==> src/rtl/apb_master_arbiter_pkg.sv <==
// rtl/apb_master_arbiter_pkg.sv - shared types, codes and address decode for the APB master arbiter
// Contents: state_t (FSM states), RESP_* response codes, slave region constants,
//           decode_psel() mapping addr[15:12] to the one-hot slave select.
package apb_arb_pkg;

  typedef enum logic [1:0] {
    ST_IDLE   = 2'd0,
    ST_SETUP  = 2'd1,
    ST_ACCESS = 2'd2,
    ST_RESP   = 2'd3
  } state_t;

  localparam logic [1:0] RESP_OKAY   = 2'b00;
  localparam logic [1:0] RESP_SLVERR = 2'b10;
  localparam logic [1:0] RESP_DECERR = 2'b11;

  localparam int NUM_SLAVES = 5;
  localparam int REGION_LSB = 12;
  localparam int REGION_MSB = 15;
  localparam logic [3:0] REGION_LAST = 4'd4;

  // Region 0 is slave 1 (MSB of psel), region 4 is slave 5 (LSB); anything else decodes to 0.
  function automatic logic [NUM_SLAVES-1:0] decode_psel(input logic [3:0] region);
    if (region <= REGION_LAST) begin
      return NUM_SLAVES'(5'b10000 >> region);
    end
    return '0;
  endfunction

endpackage

==> src/rtl/apb_master_arbiter_if.sv <==
// rtl/apb_master_arbiter_if.sv - APB bus bundle between the arbiter and the slave read-return mux
// Signals: paddr/pwrite/pwdata/psel/penable driven by master; prdata/pready/presp driven by slave side.
// Modports: master (arbiter), slave (read-return mux / bench).
interface apb_master_arbiter_if
  import apb_arb_pkg::*;
#(
  parameter int ADDR_W = 32,
  parameter int DATA_W = 32
);
  logic [ADDR_W-1:0]     paddr;
  logic                  pwrite;
  logic [DATA_W-1:0]     pwdata;
  logic [NUM_SLAVES-1:0] psel;
  logic                  penable;
  logic [DATA_W-1:0]     prdata;
  logic                  pready;
  logic [1:0]            presp;

  modport master (
    output paddr, pwrite, pwdata, psel, penable,
    input  prdata, pready, presp
  );

  modport slave (
    input  paddr, pwrite, pwdata, psel, penable,
    output prdata, pready, presp
  );
endinterface

==> src/rtl/apb_master_arbiter_rr.sv <==
// rtl/apb_master_arbiter_rr.sv - combinational round-robin grant for NUM_REQ requesters
// Ports: req (in, NUM_REQ) requests; ptr (in, PTR_W) highest-priority index; gnt (out, NUM_REQ) one-hot grant.
module rr_arbiter
  import apb_arb_pkg::*;
#(
  parameter int NUM_REQ = 2,
  parameter int PTR_W   = 1
) (
  input  logic [NUM_REQ-1:0] req,
  input  logic [PTR_W-1:0]   ptr,
  output logic [NUM_REQ-1:0] gnt
);

  logic [PTR_W-1:0] idx;
  logic             found;

  // Scan starting at ptr and wrapping; the first active request wins.
  always_comb begin
    gnt   = '0;
    found = 1'b0;
    idx   = '0;
    for (int i = 0; i < NUM_REQ; i++) begin
      idx = PTR_W'((int'(ptr) + i) % NUM_REQ);
      if (!found && req[idx]) begin
        gnt[idx] = 1'b1;
        found    = 1'b1;
      end
    end
  end

endmodule

==> src/rtl/apb_master_arbiter.sv <==
// rtl/apb_master_arbiter.sv - round-robin arbiter sharing one APB bus between NUM_REQ requesters
// Ports: clk, reset (sync, active-high); req_valid/req_write/req_addr/req_wdata in, req_ready out (one-hot accept);
//        rsp_valid (one-hot pulse), rsp_rdata, rsp_resp out; apb (master modport) to the five APB slaves.
// Option: APB_TIMEOUT_EN enables the ACCESS-phase timeout of TIMEOUT cycles.
module apb_master_arbiter
  import apb_arb_pkg::*;
#(
  parameter int NUM_REQ = 2,
  parameter int ADDR_W  = 32,
  parameter int DATA_W  = 32,
  parameter int TIMEOUT = 16
) (
  input  logic                      clk,
  input  logic                      reset,
  input  logic [NUM_REQ-1:0]        req_valid,
  input  logic [NUM_REQ-1:0]        req_write,
  input  logic [NUM_REQ*ADDR_W-1:0] req_addr,
  input  logic [NUM_REQ*DATA_W-1:0] req_wdata,
  output logic [NUM_REQ-1:0]        req_ready,
  output logic [NUM_REQ-1:0]        rsp_valid,
  output logic [DATA_W-1:0]         rsp_rdata,
  output logic [1:0]                rsp_resp,
  apb_master_arbiter_if.master      apb
);

  localparam int PTR_W = (NUM_REQ > 1) ? $clog2(NUM_REQ) : 1;

  state_t                state, state_nxt;
  logic [PTR_W-1:0]      rr_ptr, grant, gnt_idx;
  logic [NUM_REQ-1:0]    gnt;
  logic [ADDR_W-1:0]     addr_q, gnt_addr;
  logic [DATA_W-1:0]     wdata_q, gnt_wdata;
  logic                  write_q, gnt_write;
  logic [NUM_SLAVES-1:0] sel_q, gnt_sel, psel_c;
  logic                  penable_c;
  logic                  accept;
  logic                  to_expired;

  rr_arbiter #(.NUM_REQ(NUM_REQ), .PTR_W(PTR_W)) u_rr (
    .req (req_valid),
    .ptr (rr_ptr),
    .gnt (gnt)
  );

  always_comb begin
    gnt_idx = '0;
    for (int i = 0; i < NUM_REQ; i++) begin
      if (gnt[i]) gnt_idx = PTR_W'(i);
    end
  end

  assign gnt_addr  = req_addr[gnt_idx*ADDR_W +: ADDR_W];
  assign gnt_wdata = req_wdata[gnt_idx*DATA_W +: DATA_W];
  assign gnt_write = req_write[gnt_idx];
  assign gnt_sel   = decode_psel(gnt_addr[REGION_MSB:REGION_LSB]);
  assign accept    = (state == ST_IDLE) && (|req_valid);

`ifdef APB_TIMEOUT_EN
  localparam int TO_W = $clog2(TIMEOUT + 1);
  logic [TO_W-1:0] to_cnt;

  // Counts ACCESS cycles without pready; restarts on every new ACCESS phase.
  always_ff @(posedge clk) begin
    if (reset || state != ST_ACCESS) to_cnt <= '0;
    else if (!apb.pready)            to_cnt <= to_cnt + 1'b1;
  end
  assign to_expired = (to_cnt == TO_W'(TIMEOUT - 1));
`else
  localparam int unused_timeout = TIMEOUT;
  assign to_expired = 1'b0;
`endif

  // State register
  always_ff @(posedge clk) begin
    if (reset) state <= ST_IDLE;
    else       state <= state_nxt;
  end

  // Next-state logic
  always_comb begin
    state_nxt = state;
    case (state)
      ST_IDLE:   if (|req_valid) state_nxt = (gnt_sel != '0) ? ST_SETUP : ST_RESP;
      ST_SETUP:  state_nxt = ST_ACCESS;
      ST_ACCESS: if (apb.pready || to_expired) state_nxt = ST_RESP;
      ST_RESP:   state_nxt = ST_IDLE;
      default:   state_nxt = ST_IDLE;
    endcase
  end

  // Transfer latches and response capture
  always_ff @(posedge clk) begin
    if (reset) begin
      rr_ptr    <= '0;
      grant     <= '0;
      addr_q    <= '0;
      wdata_q   <= '0;
      write_q   <= 1'b0;
      sel_q     <= '0;
      rsp_rdata <= '0;
      rsp_resp  <= RESP_OKAY;
    end else begin
      if (accept) begin
        grant   <= gnt_idx;
        addr_q  <= gnt_addr;
        wdata_q <= gnt_wdata;
        write_q <= gnt_write;
        sel_q   <= gnt_sel;
        if (gnt_sel == '0) begin
          rsp_rdata <= '0;
          rsp_resp  <= RESP_DECERR;
        end
      end
      if (state == ST_ACCESS) begin
        if (apb.pready) begin
          rsp_rdata <= write_q ? '0 : apb.prdata;
          rsp_resp  <= apb.presp;
        end else if (to_expired) begin
          rsp_rdata <= '0;
          rsp_resp  <= RESP_SLVERR;
        end
      end
      if (state == ST_RESP) begin
        rr_ptr <= (grant == PTR_W'(NUM_REQ - 1)) ? '0 : grant + 1'b1;
      end
    end
  end

  // Outputs; handshake strobes are held off while reset is asserted.
  always_comb begin
    req_ready = '0;
    rsp_valid = '0;
    psel_c    = '0;
    penable_c = 1'b0;
    case (state)
      ST_IDLE:   if (!reset) req_ready = gnt;
      ST_SETUP:  psel_c = sel_q;
      ST_ACCESS: begin
        psel_c    = sel_q;
        penable_c = 1'b1;
      end
      ST_RESP:   if (!reset) rsp_valid[grant] = 1'b1;
      default:   ;
    endcase
  end

  assign apb.paddr   = addr_q;
  assign apb.pwrite  = write_q;
  assign apb.pwdata  = wdata_q;
  assign apb.psel    = psel_c;
  assign apb.penable = penable_c;

endmodule

==> src/flat_wrapper.sv <==
// flat-port wrapper written by rule: the top's interface ports become plain ports
module apb_master_arbiter_flat import apb_arb_pkg::*;
#(
  parameter int NUM_REQ = 2,
  parameter int ADDR_W  = 32,
  parameter int DATA_W  = 32,
  parameter int TIMEOUT = 16
)
  (clk, reset, req_valid, req_write, req_addr, req_wdata, req_ready, rsp_valid, rsp_rdata, rsp_resp, apb_paddr, apb_pwrite, apb_pwdata, apb_psel, apb_penable, apb_prdata, apb_pready, apb_presp);
  apb_master_arbiter_if #(.ADDR_W(ADDR_W), .DATA_W(DATA_W)) apb_i ();
  input  logic clk;
  input  logic reset;
  input  logic [NUM_REQ-1:0] req_valid;
  input  logic [NUM_REQ-1:0] req_write;
  input  logic [NUM_REQ*ADDR_W-1:0] req_addr;
  input  logic [NUM_REQ*DATA_W-1:0] req_wdata;
  output logic [NUM_REQ-1:0] req_ready;
  output logic [NUM_REQ-1:0] rsp_valid;
  output logic [DATA_W-1:0] rsp_rdata;
  output logic [1:0] rsp_resp;
  output wire logic [$bits(apb_i.paddr)-1:0] apb_paddr;
  output wire logic [$bits(apb_i.pwrite)-1:0] apb_pwrite;
  output wire logic [$bits(apb_i.pwdata)-1:0] apb_pwdata;
  output wire logic [$bits(apb_i.psel)-1:0] apb_psel;
  output wire logic [$bits(apb_i.penable)-1:0] apb_penable;
  input wire logic [$bits(apb_i.prdata)-1:0] apb_prdata;
  input wire logic [$bits(apb_i.pready)-1:0] apb_pready;
  input wire logic [$bits(apb_i.presp)-1:0] apb_presp;
  assign apb_paddr = apb_i.paddr;
  assign apb_pwrite = apb_i.pwrite;
  assign apb_pwdata = apb_i.pwdata;
  assign apb_psel = apb_i.psel;
  assign apb_penable = apb_i.penable;
  assign apb_i.prdata = apb_prdata;
  assign apb_i.pready = apb_pready;
  assign apb_i.presp = apb_presp;
  apb_master_arbiter #(.NUM_REQ(NUM_REQ), .ADDR_W(ADDR_W), .DATA_W(DATA_W), .TIMEOUT(TIMEOUT)) u_core (.clk(clk), .reset(reset), .req_valid(req_valid), .req_write(req_write), .req_addr(req_addr), .req_wdata(req_wdata), .req_ready(req_ready), .rsp_valid(rsp_valid), .rsp_rdata(rsp_rdata), .rsp_resp(rsp_resp), .apb(apb_i));
endmodule
==> config.mk <==
export PLATFORM = sky130hd
export DESIGN_NAME = apb_master_arbiter_flat
export DESIGN_NICKNAME = d
export VERILOG_FILES = /design/src/rtl/apb_master_arbiter_pkg.sv /design/src/rtl/apb_master_arbiter_if.sv /design/src/rtl/apb_master_arbiter_rr.sv /design/src/rtl/apb_master_arbiter.sv /design/src/flat_wrapper.sv
export SDC_FILE = /design/constraint.sdc
export NUM_CORES = 1
export LEC_CHECK = 0
export CAP_MARGIN = 20
export CORE_ASPECT_RATIO = 0.6
export CORE_UTILIZATION = 41
export DETAILED_ROUTE_END_ITERATION = 10
export PLACE_DENSITY = 0.88
export SLEW_MARGIN = 0
export SYNTH_ARGS = -nofsm -noshare
export SYNTH_HDL_FRONTEND = slang
export SYNTH_SLANG_ARGS = --single-unit
==> constraint.sdc <==
create_clock -name clk -period 3.65 [get_ports clk]
set_clock_uncertainty 0.15 [all_clocks]
set_input_delay 0.5475 -clock clk [delete_from_list [all_inputs] [get_ports clk]]
set_output_delay 0.5475 -clock clk [all_outputs]
set_load 0.005 [all_outputs]
Word-level counts from Yosys, hierarchy flattened
Cells that the tools add are included.
{ "word_totals": {"reg_bits": 108, "wordCells": 79} }
{ "op_classes": {"n_addsub": 2, "n_bitwise": 1, "n_mux": 39, "n_eq_ne": 5, "reduce_logical": 12, "shifts": 3, "order_cmp": 8} }
{ "ops": {"columns": ["op", "n"], "rows": [
  ["32-bit two-way mux", 5],
  ["64-bit by 7-bit indexed part select with 32-bit output", 2],
  ["2-bit two-way mux", 13],
  ["5-bit two-way mux", 3],
  ["1-bit two-way mux", 14],
  ["1-bit by 2-bit < comparator with 1-bit output (second input constant)", 4],
  ["2-bit one-hot mux with 4 select lines", 1],
  ["1-bit logical AND", 5],
  ["5-bit logical NOT", 1],
  ["5-bit nonzero test", 1],
  ["5-bit by 4-bit >> shifter with 5-bit output (first input constant)", 1],
  ["2-bit equality test (second input constant)", 2],
  ["4-bit by 3-bit <= comparator with 1-bit output (second input constant)", 1],
  ["2-bit inequality test (second input constant)", 2],
  ["2-bit OR reduction", 2],
  ["1-bit demux with 1-bit select", 3],
  ["1-bit greater-or-equal comparator (second input constant)", 3],
  ["1-bit adder (second input constant)", 2],
  ["2-bit by 1-bit equality test with 1-bit output (second input constant)", 1],
  ["2-bit logical NOT", 1],
  ["2-bit OR", 1],
  ["2-bit AND reduction", 1],
  ["1-bit logical NOT", 1]
]} }

Longest topological paths before layout
{ "logic_depth": {"word_depth": 17, "ltp_mapped": 9} }

By module
From an unflattened synthesis, not the netlist that was laid out.
{ "unflattened": {"cells_unflattened": 444, "area_unflattened_um2": 4479.3} }
{ "by_module_without_submodules": {"columns": ["mod", "instances", "cells_each", "area_each_um2"], "rows": [
  ["apb_master_arbiter", 1, 441, 4460.5],
  ["rr_arbiter", 1, 3, 18.8]
]} }

Worst setup path before layout
No wires, ideal clock.
{ "synth_timing": {"kind": "in2out", "start": "input port reset", "end": "output port rsp_valid[1]", "path_stages": 3, "arrival_time_ps": 1199, "path_buffers": 2, "required_time_ps": 2952, "slack_ps": 1753, "path_cell_list": "buf_2 > clkbuf_1 > and3b_1"} }
{ "synth_between": {"elab_chain_len": 2} }
{ "synth_lines": {"columns": ["element", "line", "source"], "rows": [
  ["start, declared", "flat_wrapper.sv:12", "input logic reset;"],
  ["2-bit two-way mux", "apb_master_arbiter.sv:142", "ST_RESP: if (!reset) rsp_valid[grant] = 1'b1;"],
  ["2-bit two-way mux", "apb_master_arbiter.sv:135", "case (state)"],
  ["end, declared", "flat_wrapper.sv:18", "output logic [NUM_REQ-1:0] rsp_valid;"]
]} }
No other way between the ends.

Worst setup path after layout
{ "layout_timing": {"start": "input port req_valid[0]", "end": "output port req_ready[1]"} }
{ "layout_between": {"elab_chain_len": 8, "elab_cells_between_ends": 12, "classes_between": "mux (9); bitwise (1); reduce/logical (2)"} }
{ "layout_lines": {"columns": ["element", "line", "source"], "rows": [
  ["start, declared", "flat_wrapper.sv:13", "input logic [NUM_REQ-1:0] req_valid;"],
  ["1-bit two-way mux (implied by the code) (2 in series)", "apb_master_arbiter_rr.sv:24", "if (!found && req[idx]) begin"],
  ["1-bit two-way mux", "apb_master_arbiter_rr.sv:24", null],
  ["1-bit logical NOT", "apb_master_arbiter_rr.sv:24", null],
  ["1-bit logical AND", "apb_master_arbiter_rr.sv:24", null],
  ["2-bit two-way mux *", "apb_master_arbiter_rr.sv:24", null],
  ["2-bit two-way mux *", "apb_master_arbiter.sv:136", "ST_IDLE: if (!reset) req_ready = gnt;"],
  ["2-bit two-way mux *", "apb_master_arbiter.sv:135", null],
  ["end, declared", "flat_wrapper.sv:17", "output logic [NUM_REQ-1:0] req_ready;"]
]} }
Mark *: on every way between the ends. The rest lies on a longest branch, timed or not. The select of a mux whose other input is x is not followed.

==> metrics.md <==
| Metric | Value |
|---|---|
| Most common cell on crit path | clkdlybuf4s50_1 |
| GRT Total Usage | 0.269 |
| Number of synthesis warnings | 0 |
| ANT cells | 0 |
| Count of port buffers added during placement | 277 |
| Cells after Synth | 530 |
| Max Root-Sink Buffers | 2 |
| H-tree levels | 3 |
| Peak supply drop | 0.000383 V |
| Max Cap Viol | 0 |
| #FFs+latches synth | 108 |
| RSZ-0062 raised after global routing | false |
| Antenna Nets Post-Route | 0 |
| Slowest cell delay on critical path | 0.55 ns |
| Clock-pin slew on the worst setup and hold paths | 0.08 ns |
| Syn Area/Cell | 8.75 sq um |
| Fmax | 351 MHz |
| Sequential area share after synthesis | 0.466 |
| Leakage | 2.90 nW |
| Rows | 29 |
| Synth area leaders | dfxtp_1, a311oi_1, nand3_1 |
| CP max stage cell | clkdlybuf4s50_1 |
| Routed vias | 5,125 |
| Worst Tran Pin Value | 0.832 ns |
| Post-synthesis async set-or-reset flop share | 0 |
| Syn nets | 702 |
| Ports | 278 |
| Largest net degree at the start of global routing | 76 |
| Critical Setup Path Class | in2out |
| Initial DRC Count | 234 |
| Worst endpoint data arrival time | 2.15 ns |
| Seq pwr share | 0.359 |
| GR Overflow Total | 0 |
| Metal3 WL | 1.22 mm |
| Die Y-Extent | 84.4 microns |
| Initial Util | 0.431 |
| Net Sw Frac | 0.336 |
| Top_reg_cell synth | dfxtp_1 |
| # setup viols final | 0 |
| CTS Hold Buffers Added | 0 |
| Core Box Area | 10,800 sq um |
| Synth top area share | 0.466 |
| Post-CTS Setup Inserts | 0 |
| DR top layer | met4 |
| Clk_lat worst skew | 0.33 ns |
| Crit end category | output port |
| DP HPWL | 11.9 mm |
| Worst slew margin | 0.445 |
| Tot Pwr | 4.75 mW |
| DR DRC count | 0 |
| Initial DRT Pass Iterations | 4 |
| Vias in the first global route | 4,923 |
| Commonest non-fill, non-tap cell in the layout | clkdlybuf4s50_1 |
| Clock sinks | 108 |
| Inserted Clock Buffers | 9 |
| Avg WL per Cell | 18.1 microns |
| Distinct cell type count after synthesis | 43 |
| Clock root buffer | clkbuf_16 |
| Most frequent cells in the layout | clkdlybuf4s50_1, dfxtp_1, nor2_1 |
| Combinational share of power | 0.430 |
| CTS tree | yes |
| Antenna violations before repair | 0 |
| Dominant cell type by area after synthesis | dfxtp_1 |
| Worst Setup Start Kind | primary input |
| Final Hold Fails | 0 |
| GP Congestion | 0.912 |
| Fin. max-slew vios | 0 |
| Int Pwr | 3.16 mW |
| Metal-1 WL | 7.04 mm |
| WL final | 16.5 mm |
| Mapped Area | 4640 sq um |
| Routed length on met2 | 7.99 mm |
| Layout cells sized above 1 | 0.0450 |
| Clk pwr share | 0.210 |
| Drt via density | 5.59 |
| Die width | 139 microns |
| First-pass GRT wire length | 25.5 mm |
| Period utilisation layout | 0.781 |
| Worst path cell trace | clkdlybuf4s50_1 -> nand2b_2 -> nand2_4 -> nor3b_1 -> clkdlybuf4s50_1 |
| Status | finished, final reports clean |
| NetSw | 1.60 mW |
| Cell area power density | 616 nW/um^2 |
| EDFF count, synth | 0 |
| Area growth, synth to finish | 66.2% |
| Total negative slack | 0 ns |
| Fin crit period | 2.85 ns |
| CTS resizes | 0 |
| WP data required | 2.95 ns |
| Die outline area | 11,800 sq um |
| CP Max Fanout | 7 |
| Hold Crit Class | reg2reg |
| Layout Nets | 944 |
[state kept, by name (all words and copies together) (netlist names)]
register,cells
u_core.apb.paddr,32
u_core.apb.pwdata,32
u_core.rsp_rdata,32
u_core.sel_q,5
u_core.rsp_resp,2
u_core.state,2
u_core.apb.pwrite,1
u_core.grant,1
u_core.rr_ptr,1
[routing by layer]
| layer | track usage | up-vias |
|---|---|---|
| met5 | 0 | - |
| met4 | 0.0606 | 0 |
| met3 | 0.0610 | 26 |
| met2 | 0.462 | 245 |
| met1 | 0.346 | 2433 |
| li1 | - | 2421 |
[power by group through the flow]
stage               registers, mW  clock network (mW)  logic [mW]
CTS                          1.71                1.02        2.03
detailed placement           1.73                   0        2.03
floorplan                    1.73                   0       0.971
global placement             1.71                   0        1.95
finish                       1.71               0.999        2.05
global route                 1.75                1.07        2.22
[cell usage after synthesis, types with 2 or more instances]
library cell	count
buf_6	5
a21oi_1	4
nor3b_1	2
buf_4	4
buf_2	21
ha_1	3
buf_1	6
mux2i_1	3
o21ai_1	2
nand2_1	70
a311oi_1	66
dfxtp_1	108
a211oi_1	5
nor2_1	79
a22o_1	33
and2_1	5
o41ai_1	2
nand2b_1	2
nand3_1	66
inv_1	4
clkbuf_1	18
[logic make-up (layout without fill, tap and decap cells)]
family / Yosys count / count (layout) / synth area share
AND/OR/NAND/NOR: 236 / 236 / 0.226
AO/OA/AOI/OAI: 122 / 122 / 0.230
flip-flops: 108 / 108 / 0.466
buffers and inverters: 58 / 305 / 0.0639
adder cells (fa/ha/maj): 3 / 3 / 0.00809
multiplexers: 3 / 3 / 0.00647
[final timing paths]
check / depth (start not counted) / slack (ns) / startpoint / endpoint
worst max-delay path: 5 / 0.80 / req_valid[0] / req_ready[1]
worst min-delay path: 2 / 0.32 / u_core.sel_q[0]$_SDFFE_PP0P_ / u_core.sel_q[0]$_SDFFE_PP0P_
worst max register to register: 6 / 1.46 / u_core.state[0]$_SDFFE_PP0P_ / u_core.apb.paddr[16]$_SDFFE_PP0P_
worst min register to register: 2 / 0.32 / u_core.sel_q[0]$_SDFFE_PP0P_ / u_core.sel_q[0]$_SDFFE_PP0P_
[layout make-up]
type | count | area (sq um)
Multi-Input combinational cell | 364 | 2200
Inverter | 4 | 15.0
Tap cell | 139 | 174
Sequential cell | 108 | 2160
Clock buffer | 10 | 239
Fill cell | 811 | 3060
Timing Repair Buffer | 285 | 2860
Clock inverter | 6 | 70.1
[stage by stage]
stage          setup slack [ns]  instance area, sq um  hold slack [ns]  instances   util
2_1_floorplan              1.75                  4640            0.261        530      -
3_3_place_gp              0.847                  7380            0.275        899  0.684
3_5_place_dp              0.780                  7380            0.294        899  0.684
4_1_cts                   0.799                  7680            0.312        915  0.713
5_1_grt                   0.761                  7710            0.342        916  0.716
6_report                  0.798                  7710            0.316        916  0.716
[worst max-delay path: cells and delay by family]
kind	cells	cell delay, ns
buffers and inverters	2	1.10
AND/OR/NAND/NOR	3	0.50
(Power assumes the default switching activity.)
